==> src/rtl/viterbi_dec.sv <==
// Hard-decision register-exchange Viterbi decoder for the rate-1/2, K=3 code (G1=7, G2=5).
// Define VITERBI_ERRCNT_EN to add the err_cnt corrected-error estimate output.
module viterbi_dec #(
    parameter int TB_DEPTH = 15,
    parameter int PM_W     = 6
) (
    input  logic clk,
    input  logic reset,
    input  logic din,
    input  logic din_valid,
    input  logic flush,
    output logic dout,
    output logic dout_valid,
    output logic busy
`ifdef VITERBI_ERRCNT_EN
    ,
    output logic [15:0] err_cnt
`endif
);

    localparam int CNT_W = 6;
    localparam logic [CNT_W-1:0] DEPTH_C = CNT_W'(TB_DEPTH);
    localparam logic [CNT_W-1:0] DRAIN_C = CNT_W'(TB_DEPTH - 1);
    localparam logic [PM_W-1:0]  PM_INIT = {2'b01, {(PM_W-2){1'b0}}};

    typedef enum logic [1:0] {S_IDLE, S_HALF, S_FLUSH} state_t;

    state_t              state_q, state_d;
    logic                g1_q, g1_d;
    logic [CNT_W-1:0]    sym_cnt_q, sym_cnt_d;
    logic [CNT_W-1:0]    rem_q, rem_d;
    logic [PM_W-1:0]     pm_q [4];
    logic [PM_W-1:0]     pm_d [4];
    logic [TB_DEPTH-1:0] path_q [4];
    logic [TB_DEPTH-1:0] path_d [4];
    logic [TB_DEPTH-1:0] frz_q, frz_d;
    logic                out_pend_q, out_pend_d;
    logic                dout_q, dout_d;
    logic                dout_valid_q, dout_valid_d;
    logic                busy_q, busy_d;

    logic [1:0]          best;
    logic [PM_W:0]       pm_sum [4];
    logic [PM_W-1:0]     pm_acs [4];
    logic [TB_DEPTH-1:0] path_acs [4];

`ifdef VITERBI_ERRCNT_EN
    logic [15:0]   err_q, err_d;
    logic [PM_W:0] min_new;
    logic [PM_W:0] delta;
    logic [16:0]   err_sum;
`endif

    // Best state = smallest metric; strict compare keeps the lowest index on ties.
    always_comb begin
        best = 2'd0;
        for (int unsigned s = 1; s < 4; s++) begin
            if (pm_q[2'(s)] < pm_q[best]) best = 2'(s);
        end
    end

    // Next state {a,x} has predecessors {0,a} and {1,a}; branch labels follow from G1/G2.
    always_comb begin
        logic [1:0]    nn;
        logic [1:0]    p0, p1;
        logic          x;
        logic [1:0]    bm0, bm1;
        logic [PM_W:0] sum0, sum1;
        logic          all_msb;
        nn      = 2'd0;
        p0      = 2'd0;
        p1      = 2'd0;
        x       = 1'b0;
        bm0     = 2'd0;
        bm1     = 2'd0;
        sum0    = '0;
        sum1    = '0;
        all_msb = 1'b1;
        for (int unsigned n = 0; n < 4; n++) begin
            nn   = 2'(n);
            x    = nn[0];
            p0   = {1'b0, nn[1]};
            p1   = {1'b1, nn[1]};
            bm0  = {1'b0, g1_q ^ x ^ nn[1]} + {1'b0, din ^ x};
            bm1  = {1'b0, ~(g1_q ^ x ^ nn[1])} + {1'b0, ~(din ^ x)};
            sum0 = {1'b0, pm_q[p0]} + (PM_W+1)'(bm0);
            sum1 = {1'b0, pm_q[p1]} + (PM_W+1)'(bm1);
            if (sum1 < sum0) begin
                pm_sum[nn]   = sum1;
                path_acs[nn] = {path_q[p1][TB_DEPTH-2:0], x};
            end else begin
                pm_sum[nn]   = sum0;
                path_acs[nn] = {path_q[p0][TB_DEPTH-2:0], x};
            end
        end
        for (int unsigned n = 0; n < 4; n++) begin
            pm_acs[2'(n)] = pm_sum[2'(n)][PM_W] ? '1 : pm_sum[2'(n)][PM_W-1:0];
            all_msb       = all_msb & pm_acs[2'(n)][PM_W-1];
        end
        if (all_msb) begin
            for (int unsigned n = 0; n < 4; n++) pm_acs[2'(n)][PM_W-1] = 1'b0;
        end
    end

`ifdef VITERBI_ERRCNT_EN
    // Growth of the minimum metric across one ACS, measured before normalization.
    always_comb begin
        min_new = pm_sum[0];
        for (int unsigned n = 1; n < 4; n++) begin
            if (pm_sum[2'(n)] < min_new) min_new = pm_sum[2'(n)];
        end
        delta   = min_new - {1'b0, pm_q[best]};
        err_sum = {1'b0, err_q} + 17'(delta);
    end
`endif

    always_comb begin
        logic [TB_DEPTH-1:0] frz_sh;
        frz_sh       = '0;
        state_d      = state_q;
        g1_d         = g1_q;
        sym_cnt_d    = sym_cnt_q;
        rem_d        = rem_q;
        pm_d         = pm_q;
        path_d       = path_q;
        frz_d        = frz_q;
        out_pend_d   = 1'b0;
        dout_d       = dout_q;
        dout_valid_d = 1'b0;
        busy_d       = busy_q;
`ifdef VITERBI_ERRCNT_EN
        err_d        = err_q;
`endif
        if (out_pend_q && (sym_cnt_q >= DEPTH_C)) begin
            dout_d       = path_q[best][TB_DEPTH-1];
            dout_valid_d = 1'b1;
        end
        case (state_q)
            S_IDLE, S_HALF: begin
                if (flush) begin
                    state_d = S_FLUSH;
                    busy_d  = 1'b1;
                    frz_d   = path_q[best];
                    rem_d   = (sym_cnt_q < DRAIN_C) ? sym_cnt_q : DRAIN_C;
                end else if (din_valid && (state_q == S_IDLE)) begin
                    g1_d    = din;
                    state_d = S_HALF;
                end else if (din_valid) begin
                    pm_d       = pm_acs;
                    path_d     = path_acs;
                    out_pend_d = 1'b1;
                    state_d    = S_IDLE;
                    if (sym_cnt_q != DEPTH_C) sym_cnt_d = sym_cnt_q + 1'b1;
`ifdef VITERBI_ERRCNT_EN
                    err_d = err_sum[16] ? 16'hFFFF : err_sum[15:0];
`endif
                end
            end
            S_FLUSH: begin
                if (rem_q == '0) begin
                    state_d   = S_IDLE;
                    busy_d    = 1'b0;
                    sym_cnt_d = '0;
                    pm_d[0]   = '0;
                    for (int unsigned s = 1; s < 4; s++) pm_d[2'(s)] = PM_INIT;
                    for (int unsigned s = 0; s < 4; s++) path_d[2'(s)] = '0;
                end else begin
                    // Drain oldest-first: bit rem-1 is the oldest one not yet emitted.
                    frz_sh       = frz_q >> (rem_q - 1'b1);
                    dout_d       = frz_sh[0];
                    dout_valid_d = 1'b1;
                    rem_d        = rem_q - 1'b1;
                end
            end
            default: state_d = S_IDLE;
        endcase
    end

    always_ff @(posedge clk or negedge reset) begin
        if (!reset) begin
            state_q      <= S_IDLE;
            g1_q         <= 1'b0;
            sym_cnt_q    <= '0;
            rem_q        <= '0;
            pm_q[0]      <= '0;
            for (int unsigned s = 1; s < 4; s++) pm_q[2'(s)] <= PM_INIT;
            for (int unsigned s = 0; s < 4; s++) path_q[2'(s)] <= '0;
            frz_q        <= '0;
            out_pend_q   <= 1'b0;
            dout_q       <= 1'b0;
            dout_valid_q <= 1'b0;
            busy_q       <= 1'b0;
`ifdef VITERBI_ERRCNT_EN
            err_q        <= '0;
`endif
        end else begin
            state_q      <= state_d;
            g1_q         <= g1_d;
            sym_cnt_q    <= sym_cnt_d;
            rem_q        <= rem_d;
            pm_q         <= pm_d;
            path_q       <= path_d;
            frz_q        <= frz_d;
            out_pend_q   <= out_pend_d;
            dout_q       <= dout_d;
            dout_valid_q <= dout_valid_d;
            busy_q       <= busy_d;
`ifdef VITERBI_ERRCNT_EN
            err_q        <= err_d;
`endif
        end
    end

    assign dout       = dout_q;
    assign dout_valid = dout_valid_q;
    assign busy       = busy_q;
`ifdef VITERBI_ERRCNT_EN
    assign err_cnt    = err_q;
`endif

endmodule

==> config.mk <==
export PLATFORM = sky130hd
export DESIGN_NAME = viterbi_dec
export DESIGN_NICKNAME = d
export VERILOG_FILES = /design/src/rtl/viterbi_dec.sv
export SDC_FILE = /design/constraint.sdc
export NUM_CORES = 1
export LEC_CHECK = 0
export CELL_PAD_IN_SITES_DETAIL_PLACEMENT = 0
export CELL_PAD_IN_SITES_GLOBAL_PLACEMENT = 1
export CORE_MARGIN = 5
export CORE_UTILIZATION = 45
export DETAILED_ROUTE_END_ITERATION = 8
export PLACE_DENSITY_LB_ADDON = 0.3
export SLEW_MARGIN = 30
export SYNTH_ARGS = -nofsm -noshare
export SYNTH_HDL_FRONTEND = slang
export SYNTH_SLANG_ARGS = --single-unit
export TNS_END_PERCENT = 20
==> constraint.sdc <==
create_clock -name clk -period 8.5 [get_ports clk]
set_input_delay 2.125 -clock clk [delete_from_list [all_inputs] [get_ports clk]]
set_output_delay 2.125 -clock clk [all_outputs]
set_load 0.01 [all_outputs]
==> flow_metrics.py <==
metrics = {
    "die": {
        "die-area_um2": 20100,
        "core_um2": 17200,
        "row_count": 48,
        "initial_core_util": 0.455,
        "io_pins": 8,
        "die_y_um": 142,
        "dieWidth_um": 142,
    },
    "detailed_routing": {
        "post_drt_wl_per_cell_um": 19.1,
        "vias": 6249,
        "routed_wl_mm": 19.7,
        "drt_pass1_iterations": 7,
        "dr.first_iter.drc_count": 377,
        "drc": 0,
        "postRouteAntennaNets": 0,
        "via_per_inst": 6.07,
    },
    "synth": {
        "async_flop_share": 1.00,
        "avgSynthCellArea_um2": 9.49,
        "yosys.area_share.adder": 0.113,
        "synth_edf_count": 0,
        "ys_seq_elements": 112,
        "synth_top_family_by_area": "compound AO/OA/AOI/OAI gates",
        "ys_seq_area_frac": 0.359,
        "muxShareOfSynthArea": 0.124,
        "synthFlopType": "dfrtp_1",
        "ys_types": 61,
        "yosys.area_share.simple": 0.143,
        "synth_common_cells": "110 x nand2_1, 109 x dfrtp_1, 72 x mux2i_1",
        "synthesis.area_um2": 7820,
        "synth_xor_area_frac": 0.0448,
        "synth_top_area_cell": "dfrtp_1",
        "synth_cells": 824,
        "synth_top_area_frac": 0.349,
        "syn_nets": 895,
        "synthTopCellsByArea": "dfrtp_1 35%, ha_1 9.3%, mux2i_1 9.2%",
        "yosysWarnings": 0,
        "synth_compound_area_frac": 0.168,
        "yosys.cell_count.top_type": "nand2_1",
    },
    "critical_path": {
        "slowest_stage": "a211oi_1",
        "crit_end": "frz_q[13]",
        "arrival_ps": 6330,
        "timing.rr.end": "frz_q[13]",
        "path_cells": "inv_1, ha_1, a21oi_1, o21a_1, o21ai_2, buf_4, mux2i_1, ha_1, o21ai_0, o21ai_1, nor2_1, a211oi_1, buf_4, nand2_1, o21ai_0, ha_1, a21o_1, a211oi_1, a21oi_1, a21boi_2, buf_4, and3_2, a221o_1",
        "r2r-start": "pm_q[21]",
        "ff2ff_path_depth": 23,
        "cp-start-kind": "register",
        "path_max_fanout": 19,
        "crit_required_ps": 8740,
        "crit_path_start": "pm_q[21]",
        "max_stage_delay_ps": 820,
        "worst_setup_path_end_kind": "register",
        "path_class": "register to register",
        "r2r_slack_ps": 2410,
    },
    "placement": {
        "place_ws_ps": 2300,
        "dpl_cell_area_um2": 8020,
        "place_congestion": 0.876,
        "portBuffers": 7,
        "dp_hpwl_mm": 13.6,
        "dpl.cell_count": 1013,
    },
    "clocking": {
        "cts_inserted_buffers": 9,
        "cts_hold_buf": 0,
        "cts_setup_buffers": 0,
        "htreeDepth": 3,
        "cts_sinks": 112,
        "cts_tree": "yes",
        "root_buffer": "clkbuf_16",
        "cts_resized": 0,
        "insertion_delay_ps": 360,
        "cts.clk_slew.worst_paths_ps": 80,
        "clock_path_buffers": 2,
    },
    "pwr": {
        "power_leakage_nw": 3.80,
        "ir_drop_v": 0.000352,
        "p_per_area_nw_per_um2": 392,
        "total_power_mw": 3.25,
    },
    "layout": {
        "area_delta_synth_final_pct": 6.26,
        "design_area_um2": 8310,
        "nNetsFinal": 870,
        "diodes": 0,
        "drive_gt1_frac": 0.0808,
        "final-instance-count-excl-fill": 1029,
        "post-route-util": 0.484,
    },
    "grt": {
        "antenna_found_initial": 0,
        "grtUsageTotal": 0.202,
        "grt_first_pass_wirelength_mm": 32.8,
        "grt_max_degree": 67,
        "first_global_vias": 6233,
        "grt-ovfl-total": 0,
    },
    "flow_run": {
        "cap_violations": 0,
    },
    "sta": {
        "finalHoldViolCount": 0,
        "rsz0062_at_grt": "no",
        "hold_ws_ps": 484,
        "fin_setup_tns_ps": 0,
        "fin_crit_sh": 0.717,
        "fin_skew_ps": 10.6,
        "tightest_slew_ps": 960,
        "finalSetupViolCount": 0,
        "drv_slew": 0,
        "clock.fmax_mhz": 164,
        "final.min_clock_period_ps": 6090,
        "slew_headroom": 0.356,
        "setup_slack_ps": 2410,
    },
    "worst_hold_path": {
        "min_path_type": "register to register",
    },
    "status": {
        "outcome": "completed",
    },
}
how the worst min path moves through the flow:
stage / startpoint / to / slack [ps] / cells past startpoint
4_1_cts: frz_q[1] / frz_q[1] / 490 / 1
6_report: frz_q[1] / frz_q[1] / 480 / 1
2_1_floorplan: frz_q[0] / frz_q[0] / 440 / 2
3_5_place_dp: frz_q[1] / frz_q[1] / 470 / 1
5_1_grt: frz_q[1] / frz_q[1] / 510 / 1
3_3_place_gp: frz_q[0] / frz_q[0] / 460 / 2
report_power, final:
part | internal (mW) | switching, mW | leakage [nW] | total (mW)
clock | 0.207 | 0.215 | 0.138 | 0.422
sequential | 0.603 | 0.128 | 1.53 | 0.732
combinational | 0.855 | 1.25 | 2.14 | 2.10
layout make-up:
cell class / count / area (µm²)
Clock buffer: 10 / 229
Clock inverter: 6 / 61.3
Fill cell: 1669 / 8870
Inverter: 23 / 86.3
Multi-Input combinational cell: 635 / 4680
Sequential cell: 112 / 2810
Tap cell: 225 / 282
Timing Repair Buffer: 18 / 163
cells in the final DEF, fill, tap and decap left out, drive strengths merged, types with 13 or more instances in the layout:
master    n
dfrtp   109
a22o     13
xnor2    30
ha       58
o22ai    42
a21o     13
nand3    41
inv      26
nor2     32
nor3     17
o21ai    42
mux2i    72
nand2   110
mux2     16
a21oi    24
a31oi    14
worst max-delay path: cells and delay by family (launching register included):
family                     cells  cell delay, ps
AOI/OAI and AO/OA             12            2850
adders and majority gates      3             830
muxes                          1             320
buffers and inverters          4             920
DFF                            1             550
and+or+nand+nor                3             490
per-layer routing:
layer	up-vias	global-route usage	share of wire
li1	2966	-	-
met1	3086	0.269	0.46
met2	162	0.334	0.48
met3	35	0.0381	0.040
met4	0	0.0601	0.026
met5	-	0	0
sequential cells by signal, indices dropped and copies added (netlist names):
name,cells
busy,1
dout,1
dout_valid,1
frz_q,15
g1_q,1
out_pend_q,1
path_q,54
pm_q,24
rem_q,6
state_q,2
sym_cnt_q,6
cell families (layout without fill, tap and decap cells):
family,after synthesis,count (layout)
AO/OA/AOI/OAI,195,195
XOR/XNOR,40,40
adder cells (fa/ha/maj),66,66
buffers and inverters,77,57
flip-flops,112,112
multiplexers,91,91
AND/OR/NAND/NOR,243,243
Power figures use the tool's default switching activity.
